File: src/rtl/crack_pkg.sv
// Shared types and constants for the two-core key-search scheduler.
// Core i searches keys base_i, base_i + stride, base_i + 2*stride, ...
package crack_pkg;

  typedef enum logic [2:0] {
    IDLE,
    LAUNCH,
    RUN,
    ABORT,
    DONE
  } state_e;

  localparam int NUM_CORES  = 2;
  localparam int KEY_BASE0  = 0;
  localparam int KEY_BASE1  = 1;
  localparam int KEY_STRIDE = 2;

endpackage

File: src/rtl/crack_sched_if.sv
// Bundles the upstream handshake, core control, core memory and ct_mem
// signals of the scheduler; slave is the scheduler side.
interface crack_sched_if
  import crack_pkg::*;
#(
  parameter int KEY_W  = 24,
  parameter int ADDR_W = 8,
  parameter int DATA_W = 8
);

  logic                 en;
  logic                 rdy;
  logic [KEY_W-1:0]     key;
  logic                 key_valid;

  logic [NUM_CORES-1:0] c_en;
  logic [NUM_CORES-1:0] c_abort;
  logic [NUM_CORES-1:0] c_rdy;
  logic [KEY_W-1:0]     c_key0;
  logic [KEY_W-1:0]     c_key1;
  logic [NUM_CORES-1:0] c_key_valid;

  logic [NUM_CORES-1:0] c_req;
  logic [ADDR_W-1:0]    c_addr0;
  logic [ADDR_W-1:0]    c_addr1;
  logic [NUM_CORES-1:0] c_gnt;
  logic [NUM_CORES-1:0] c_rvalid;
  logic [DATA_W-1:0]    c_rddata;

  logic [ADDR_W-1:0]    ct_addr;
  logic [DATA_W-1:0]    ct_rddata;

  modport slave (
    input  en, c_rdy, c_key0, c_key1, c_key_valid,
    input  c_req, c_addr0, c_addr1, ct_rddata,
    output rdy, key, key_valid, c_en, c_abort,
    output c_gnt, c_rvalid, c_rddata, ct_addr
  );

  modport master (
    output en, c_rdy, c_key0, c_key1, c_key_valid,
    output c_req, c_addr0, c_addr1, ct_rddata,
    input  rdy, key, key_valid, c_en, c_abort,
    input  c_gnt, c_rvalid, c_rddata, ct_addr
  );

endinterface

File: src/rtl/ct_rr_arb.sv
// Two-way round-robin arbiter for the shared ct_mem read port; grant is
// combinational so the address reaches the memory in the request cycle.
module ct_rr_arb
  import crack_pkg::*;
#(
  parameter int ADDR_W = 8
) (
  input  logic                 clk,
  input  logic                 rst_n,
  input  logic [NUM_CORES-1:0] req,
  input  logic [ADDR_W-1:0]    addr0,
  input  logic [ADDR_W-1:0]    addr1,
  output logic [NUM_CORES-1:0] gnt,
  output logic [NUM_CORES-1:0] rvalid,
  output logic [ADDR_W-1:0]    ct_addr
);

  logic                 rr_q, rr_d;
  logic [ADDR_W-1:0]    addr_q, addr_d;
  logic [NUM_CORES-1:0] rvalid_q;

  // rr_q == 0 favours core 0 on a collision; it flips to the loser after every grant.
  always_comb begin
    gnt    = '0;
    rr_d   = rr_q;
    addr_d = addr_q;
    case (req)
      2'b01:   gnt = 2'b01;
      2'b10:   gnt = 2'b10;
      2'b11:   gnt = rr_q ? 2'b10 : 2'b01;
      default: gnt = '0;
    endcase
    if (gnt[0]) begin
      rr_d   = 1'b1;
      addr_d = addr0;
    end else if (gnt[1]) begin
      rr_d   = 1'b0;
      addr_d = addr1;
    end
  end

  assign ct_addr = addr_d;
  assign rvalid  = rvalid_q;

  always_ff @(posedge clk or negedge rst_n) begin
    if (!rst_n) begin
      rr_q     <= 1'b0;
      addr_q   <= '0;
      rvalid_q <= '0;
    end else begin
      rr_q     <= rr_d;
      addr_q   <= addr_d;
      rvalid_q <= gnt;
    end
  end

endmodule

File: src/rtl/crack_sched.sv
// Launches two search cores, collects the first valid key, aborts the
// remaining core, and shares ct_mem between the cores via ct_rr_arb.
module crack_sched
  import crack_pkg::*;
#(
  parameter int KEY_W  = 24,
  parameter int ADDR_W = 8,
  parameter int DATA_W = 8
) (
  input  logic          clk,
  input  logic          rst_n,
  crack_sched_if.slave  bus
);

  state_e               state_q, state_d;
  logic [KEY_W-1:0]     key_q, key_d;
  logic                 key_valid_q, key_valid_d;
  logic [NUM_CORES-1:0] c_en_q, c_en_d;
  logic [NUM_CORES-1:0] c_abort_q, c_abort_d;
  logic [NUM_CORES-1:0] fin_q, fin_d;
  logic [NUM_CORES-1:0] c_rdy_q;
  logic [NUM_CORES-1:0] rise;
  logic [DATA_W-1:0]    rd_data;

  assign rise = bus.c_rdy & ~c_rdy_q;

  // Core 0 is checked first so a simultaneous valid finish resolves to it.
  always_comb begin
    state_d     = state_q;
    key_d       = key_q;
    key_valid_d = key_valid_q;
    c_en_d      = '0;
    c_abort_d   = '0;
    fin_d       = fin_q;
    case (state_q)
      IDLE: begin
        if (bus.en) begin
          state_d     = LAUNCH;
          key_d       = '0;
          key_valid_d = 1'b0;
          fin_d       = '0;
        end
      end
      LAUNCH: begin
        if (bus.c_rdy == 2'b11) begin
          c_en_d  = 2'b11;
          state_d = RUN;
        end
      end
      RUN: begin
        fin_d = fin_q | rise;
        if (rise[0] && bus.c_key_valid[0]) begin
          key_d     = bus.c_key0;
          c_abort_d = ~bus.c_rdy;
          state_d   = ABORT;
        end else if (rise[1] && bus.c_key_valid[1]) begin
          key_d     = bus.c_key1;
          c_abort_d = ~bus.c_rdy;
          state_d   = ABORT;
        end else if (fin_d == 2'b11) begin
          state_d = DONE;
        end
      end
      ABORT: begin
        if (bus.c_rdy == 2'b11) begin
          key_valid_d = 1'b1;
          state_d     = DONE;
        end
      end
      DONE:    state_d = IDLE;
      default: state_d = IDLE;
    endcase
  end

  always_ff @(posedge clk or negedge rst_n) begin
    if (!rst_n) begin
      state_q     <= IDLE;
      key_q       <= '0;
      key_valid_q <= 1'b0;
      c_en_q      <= '0;
      c_abort_q   <= '0;
      fin_q       <= '0;
      c_rdy_q     <= '0;
    end else begin
      state_q     <= state_d;
      key_q       <= key_d;
      key_valid_q <= key_valid_d;
      c_en_q      <= c_en_d;
      c_abort_q   <= c_abort_d;
      fin_q       <= fin_d;
      c_rdy_q     <= bus.c_rdy;
    end
  end

  assign bus.rdy       = (state_q == IDLE);
  assign bus.key       = key_q;
  assign bus.key_valid = key_valid_q;
  assign bus.c_en      = c_en_q;
  assign bus.c_abort   = c_abort_q;

  assign rd_data      = bus.ct_rddata;
  assign bus.c_rddata = rd_data;

  ct_rr_arb #(.ADDR_W(ADDR_W)) u_arb (
    .clk     (clk),
    .rst_n   (rst_n),
    .req     (bus.c_req),
    .addr0   (bus.c_addr0),
    .addr1   (bus.c_addr1),
    .gnt     (bus.c_gnt),
    .rvalid  (bus.c_rvalid),
    .ct_addr (bus.ct_addr)
  );

endmodule

File: src/flat_wrapper.sv
// flat-port wrapper written by rule: the top's interface ports become plain ports
module crack_sched_flat import crack_pkg::*;
#(
  parameter int KEY_W  = 24,
  parameter int ADDR_W = 8,
  parameter int DATA_W = 8
)
  (clk, rst_n, bus_en, bus_c_rdy, bus_c_key0, bus_c_key1, bus_c_key_valid, bus_c_req, bus_c_addr0, bus_c_addr1, bus_ct_rddata, bus_rdy, bus_key, bus_key_valid, bus_c_en, bus_c_abort, bus_c_gnt, bus_c_rvalid, bus_c_rddata, bus_ct_addr);
  crack_sched_if #(.KEY_W(KEY_W), .ADDR_W(ADDR_W), .DATA_W(DATA_W)) bus_i ();
  input  logic clk;
  input  logic rst_n;
  input wire logic [$bits(bus_i.en)-1:0] bus_en;
  input wire logic [$bits(bus_i.c_rdy)-1:0] bus_c_rdy;
  input wire logic [$bits(bus_i.c_key0)-1:0] bus_c_key0;
  input wire logic [$bits(bus_i.c_key1)-1:0] bus_c_key1;
  input wire logic [$bits(bus_i.c_key_valid)-1:0] bus_c_key_valid;
  input wire logic [$bits(bus_i.c_req)-1:0] bus_c_req;
  input wire logic [$bits(bus_i.c_addr0)-1:0] bus_c_addr0;
  input wire logic [$bits(bus_i.c_addr1)-1:0] bus_c_addr1;
  input wire logic [$bits(bus_i.ct_rddata)-1:0] bus_ct_rddata;
  output wire logic [$bits(bus_i.rdy)-1:0] bus_rdy;
  output wire logic [$bits(bus_i.key)-1:0] bus_key;
  output wire logic [$bits(bus_i.key_valid)-1:0] bus_key_valid;
  output wire logic [$bits(bus_i.c_en)-1:0] bus_c_en;
  output wire logic [$bits(bus_i.c_abort)-1:0] bus_c_abort;
  output wire logic [$bits(bus_i.c_gnt)-1:0] bus_c_gnt;
  output wire logic [$bits(bus_i.c_rvalid)-1:0] bus_c_rvalid;
  output wire logic [$bits(bus_i.c_rddata)-1:0] bus_c_rddata;
  output wire logic [$bits(bus_i.ct_addr)-1:0] bus_ct_addr;
  assign bus_i.en = bus_en;
  assign bus_i.c_rdy = bus_c_rdy;
  assign bus_i.c_key0 = bus_c_key0;
  assign bus_i.c_key1 = bus_c_key1;
  assign bus_i.c_key_valid = bus_c_key_valid;
  assign bus_i.c_req = bus_c_req;
  assign bus_i.c_addr0 = bus_c_addr0;
  assign bus_i.c_addr1 = bus_c_addr1;
  assign bus_i.ct_rddata = bus_ct_rddata;
  assign bus_rdy = bus_i.rdy;
  assign bus_key = bus_i.key;
  assign bus_key_valid = bus_i.key_valid;
  assign bus_c_en = bus_i.c_en;
  assign bus_c_abort = bus_i.c_abort;
  assign bus_c_gnt = bus_i.c_gnt;
  assign bus_c_rvalid = bus_i.c_rvalid;
  assign bus_c_rddata = bus_i.c_rddata;
  assign bus_ct_addr = bus_i.ct_addr;
  crack_sched #(.KEY_W(KEY_W), .ADDR_W(ADDR_W), .DATA_W(DATA_W)) u_core (.clk(clk), .rst_n(rst_n), .bus(bus_i));
endmodule
File: config.mk
export PLATFORM = sky130hd
export DESIGN_NAME = crack_sched_flat
export DESIGN_NICKNAME = d
export VERILOG_FILES = /design/src/rtl/crack_pkg.sv /design/src/rtl/crack_sched_if.sv /design/src/rtl/ct_rr_arb.sv /design/src/rtl/crack_sched.sv /design/src/flat_wrapper.sv
export SDC_FILE = /design/constraint.sdc
export NUM_CORES = 1
export LEC_CHECK = 0
export CORE_UTILIZATION = 30
export DETAILED_ROUTE_END_ITERATION = 10
export PLACE_DENSITY = 0.73
export SYNTH_ARGS = -nofsm -noshare
export SYNTH_HDL_FRONTEND = slang
export SYNTH_SLANG_ARGS = --single-unit
File: constraint.sdc
create_clock -name clk -period 2 [get_ports clk]
set_input_delay 0.4 -clock clk [delete_from_list [all_inputs] [get_ports clk]]
set_output_delay 0.4 -clock clk [all_outputs]
set_load 0.01 [all_outputs]
==> results of run 1 <==
[logic make-up after synthesis]
group	count (synthesis)
DFF	46
and+or+nand+nor	35
buffers and inverters	27
muxes	24
AOI/OAI and AO/OA	60
[per-layer routing]
layer,vias up,GRT usage,routed length (um)
li1,951,-,-
met1,927,0.192,2660
met2,86,0.257,2870
met3,6,0.0415,443
met4,0,0.0410,27
met5,-,0,0
[cells in the final DEF (no fill, tap or decap), types with 3 or more instances in the layout]
master	count
clkdlybuf4s50_1	101
dfrtp_1	44
mux2i_1	24
o2bb2ai_1	22
buf_4	13
nor2b_1	11
a211o_1	8
o221a_2	8
clkbuf_2	8
nand2_1	6
a21oi_1	6
nor2_1	5
clkbuf_8	5
inv_1	3
dlygate4sd2_1	3
buf_12	3
[report_power, final]
group / switching (mW) / internal, mW
sequential: 0.155 / 1.17
combinational: 0.631 / 0.863
clock: 0.326 / 0.372
total: 1.11 / 2.41
[final cells by class]
type,count,share of cell area
clock inverters,3,0.0122
well taps,99,0.0336
multi-input cells,119,0.273
flip-flops and latches,46,0.313
inverters,3,0.00306
clock buffers,5,0.0187
repair buffers,133,0.347
[state kept, by name, indices dropped and copies added (netlist names)]
name                  count
u_core.u_arb.rr_q         1
u_core.c_rdy_q            2
u_core.bus.key_valid      1
u_core.fin_q              2
u_core.bus.c_en           1
u_core.u_arb.addr_q       8
u_core.bus.c_abort        2
u_core.u_arb.rvalid       2
u_core.bus.key           24
u_core.state_q            3
[worst paths after layout]
kind                                                startpoint                               end  slack, ns  cells past startpoint
worst max-delay path             u_core.state_q[2]$_DFFE_PN0P_                           bus_rdy       0.08                      2
worst min-delay path                                     rst_n  u_core.u_arb.addr_q[0]$_DFF_PN0_       0.05                      1
worst max register to register   u_core.state_q[1]$_DFFE_PN0P_    u_core.bus.key[13]$_DFFE_PN0P_       0.52                      5
worst min register to register  u_core.bus.key[20]$_DFFE_PN0P_    u_core.bus.key[20]$_DFFE_PN0P_       0.49                      1
max in group asynchronous                                rst_n     u_core.state_q[2]$_DFFE_PN0P_       1.44                      2
min in group clk                u_core.bus.key[20]$_DFFE_PN0P_    u_core.bus.key[20]$_DFFE_PN0P_       0.49                      1
[through the flow]
stage | TNS, ns | setup slack, ns | util | cells
after floorplan | 0 | 0.516 | - | 192
after global placement | -4.01 | -0.432 | 0.484 | 397
after detailed placement | -4.34 | -0.465 | 0.484 | 397
after CTS | 0 | 0.00119 | 0.502 | 407
after global routing | 0 | 0.0175 | 0.500 | 408
final | 0 | 0.0763 | 0.500 | 408
[timing repair]
item                       CTS  global route
setup buffers                1             1
gates cloned                 1             0
hold endpoints to repair     0             0
pin swaps                    0             0
resized for setup           18            19
setup endpoints to repair   10            10
[worst max-delay path: stages, from the launching register on]
cell and delay [ns]:
dfrtp_2 0.46, nor3_1 0.20, clkdlybuf4s50_1 0.57
==> results.json, run 1 <==
{
  "maxSlewViolCount": 0,
  "antenna_found_initial": 0,
  "dp_hpwl_um": 4470,
  "p_leak_nw": 1.65,
  "layout-drive-gt1-share": 0.184,
  "yosys.area.top_type": "dfrtp_1",
  "synth_edf_count": 0,
  "overflow": 0,
  "power_mw": 3.52,
  "wire_per_inst_um": 14.7,
  "regArea_um2": 1150,
  "cts.hold.buffers_added": 0,
  "grt_setup_unrepaired": "false",
  "critPathRequiredTime_ns": 1.60,
  "clk_pin_slew_worst_paths_ns": 0.09,
  "ys_top_cells_by_area": "dfrtp_1, mux2i_1, o2bb2ai_1",
  "clk_latency_ns": 0.30,
  "first_pass_iters": 4,
  "die_area_um2": 8070,
  "ant_nets": 0,
  "muxShareOfSynthArea": 0.104,
  "hold_ws_ns": 0.0486,
  "vias": 1970,
  "finalHoldViolCount": 0,
  "synthCells": 192,
  "synth_seq_area_share": 0.497,
  "crit_arrival_ns": 1.52,
  "path_max_fanout": 7,
  "finClkSkew_ns": 0.00992,
  "vias_per_cell": 4.83,
  "drc": 0,
  "wl_um": 6000,
  "start_util": 0.314,
  "peakVddDrop_mv": 0.467,
  "numPortBuffers": 114,
  "multi_input_area_um2": 1000,
  "worst_slew_pin_slew_ns": 0.470,
  "power_density_nw_per_um2": 955,
  "layout.nets": 389,
  "yosys_warnings": 0,
  "critPathKind": "register to output pin",
  "grt_max_degree": 28,
  "hp-class": "input port to asynchronous set/reset pin",
  "grt_use_total": 0.152,
  "max-clock-path-buffers": 2,
  "htreeDepth": 2,
  "period_minus_slack_ns": 1.92,
  "ys_seq_elements": 46,
  "slew_headroom": 0.687,
  "grt_pass1_wl_um": 10000,
  "synth.most_common_cell": "dfrtp_1",
  "gp_congestion": 0.871,
  "finalSetupViolCount": 0,
  "fp.dieH_um": 89.8,
  "cts_buffers": 5,
  "core_area_um2": 7370,
  "synth_commonest_cells": "dfrtp_1, mux2i_1, o2bb2ai_1",
  "yosys.area_share.xor_xnor": 0,
  "stdcell_area_um2": 3680,
  "synth_compound_area_frac": 0.234,
  "outcome": "finished, final reports clean",
  "yosysUniqueCellTypes": 37,
  "max_clock_freq_mhz": 520,
  "grt_pass1_vias": 2099,
  "postPlaceCellArea_um2": 3570,
  "ios": 131,
  "antenna_cells": 0,
  "period_share": 0.962,
  "syn_nets": 273,
  "cts_tree": "yes",
  "maxCapViolations": 0,
  "drt_iter0_markers": 53,
  "area_growth_pct": 59.2,
  "synth-async-reset-ratio": 1.00,
  "die_w_um": 89.8,
  "synth_top_family_by_area": "compound AO/OA/AOI/OAI gates",
  "setup.worst_path.end_class": "output pin",
  "synth_ff_type": "dfrtp_1",
  "synthAdderAreaFrac": 0,
  "fillers": 696,
  "rows": 31,
  "clock-sinks": 46,
  "postSynthAreaPerCell_um2": 12.1,
  "yosys.area_share.simple": 0.0892,
  "syn_area_um2": 2310,
  "synth_top_area_frac": 0.497,
  "clockRootBuffer": "clkbuf_8",
  "start_kind": "register"
}
Power figures use the tool's default switching activity.
==> run 2: changes to the inputs <==
--- a/config.mk
+++ b/config.mk
@@ -8,6 +8,7 @@
 export CORE_UTILIZATION = 30
 export DETAILED_ROUTE_END_ITERATION = 10
 export PLACE_DENSITY = 0.73
+export SLEW_MARGIN = 20
 export SYNTH_ARGS = -nofsm -noshare
 export SYNTH_HDL_FRONTEND = slang
 export SYNTH_SLANG_ARGS = --single-unit
==> results of run 2 <==
The final DEF is identical to that of run 1; final timing and power are the same.
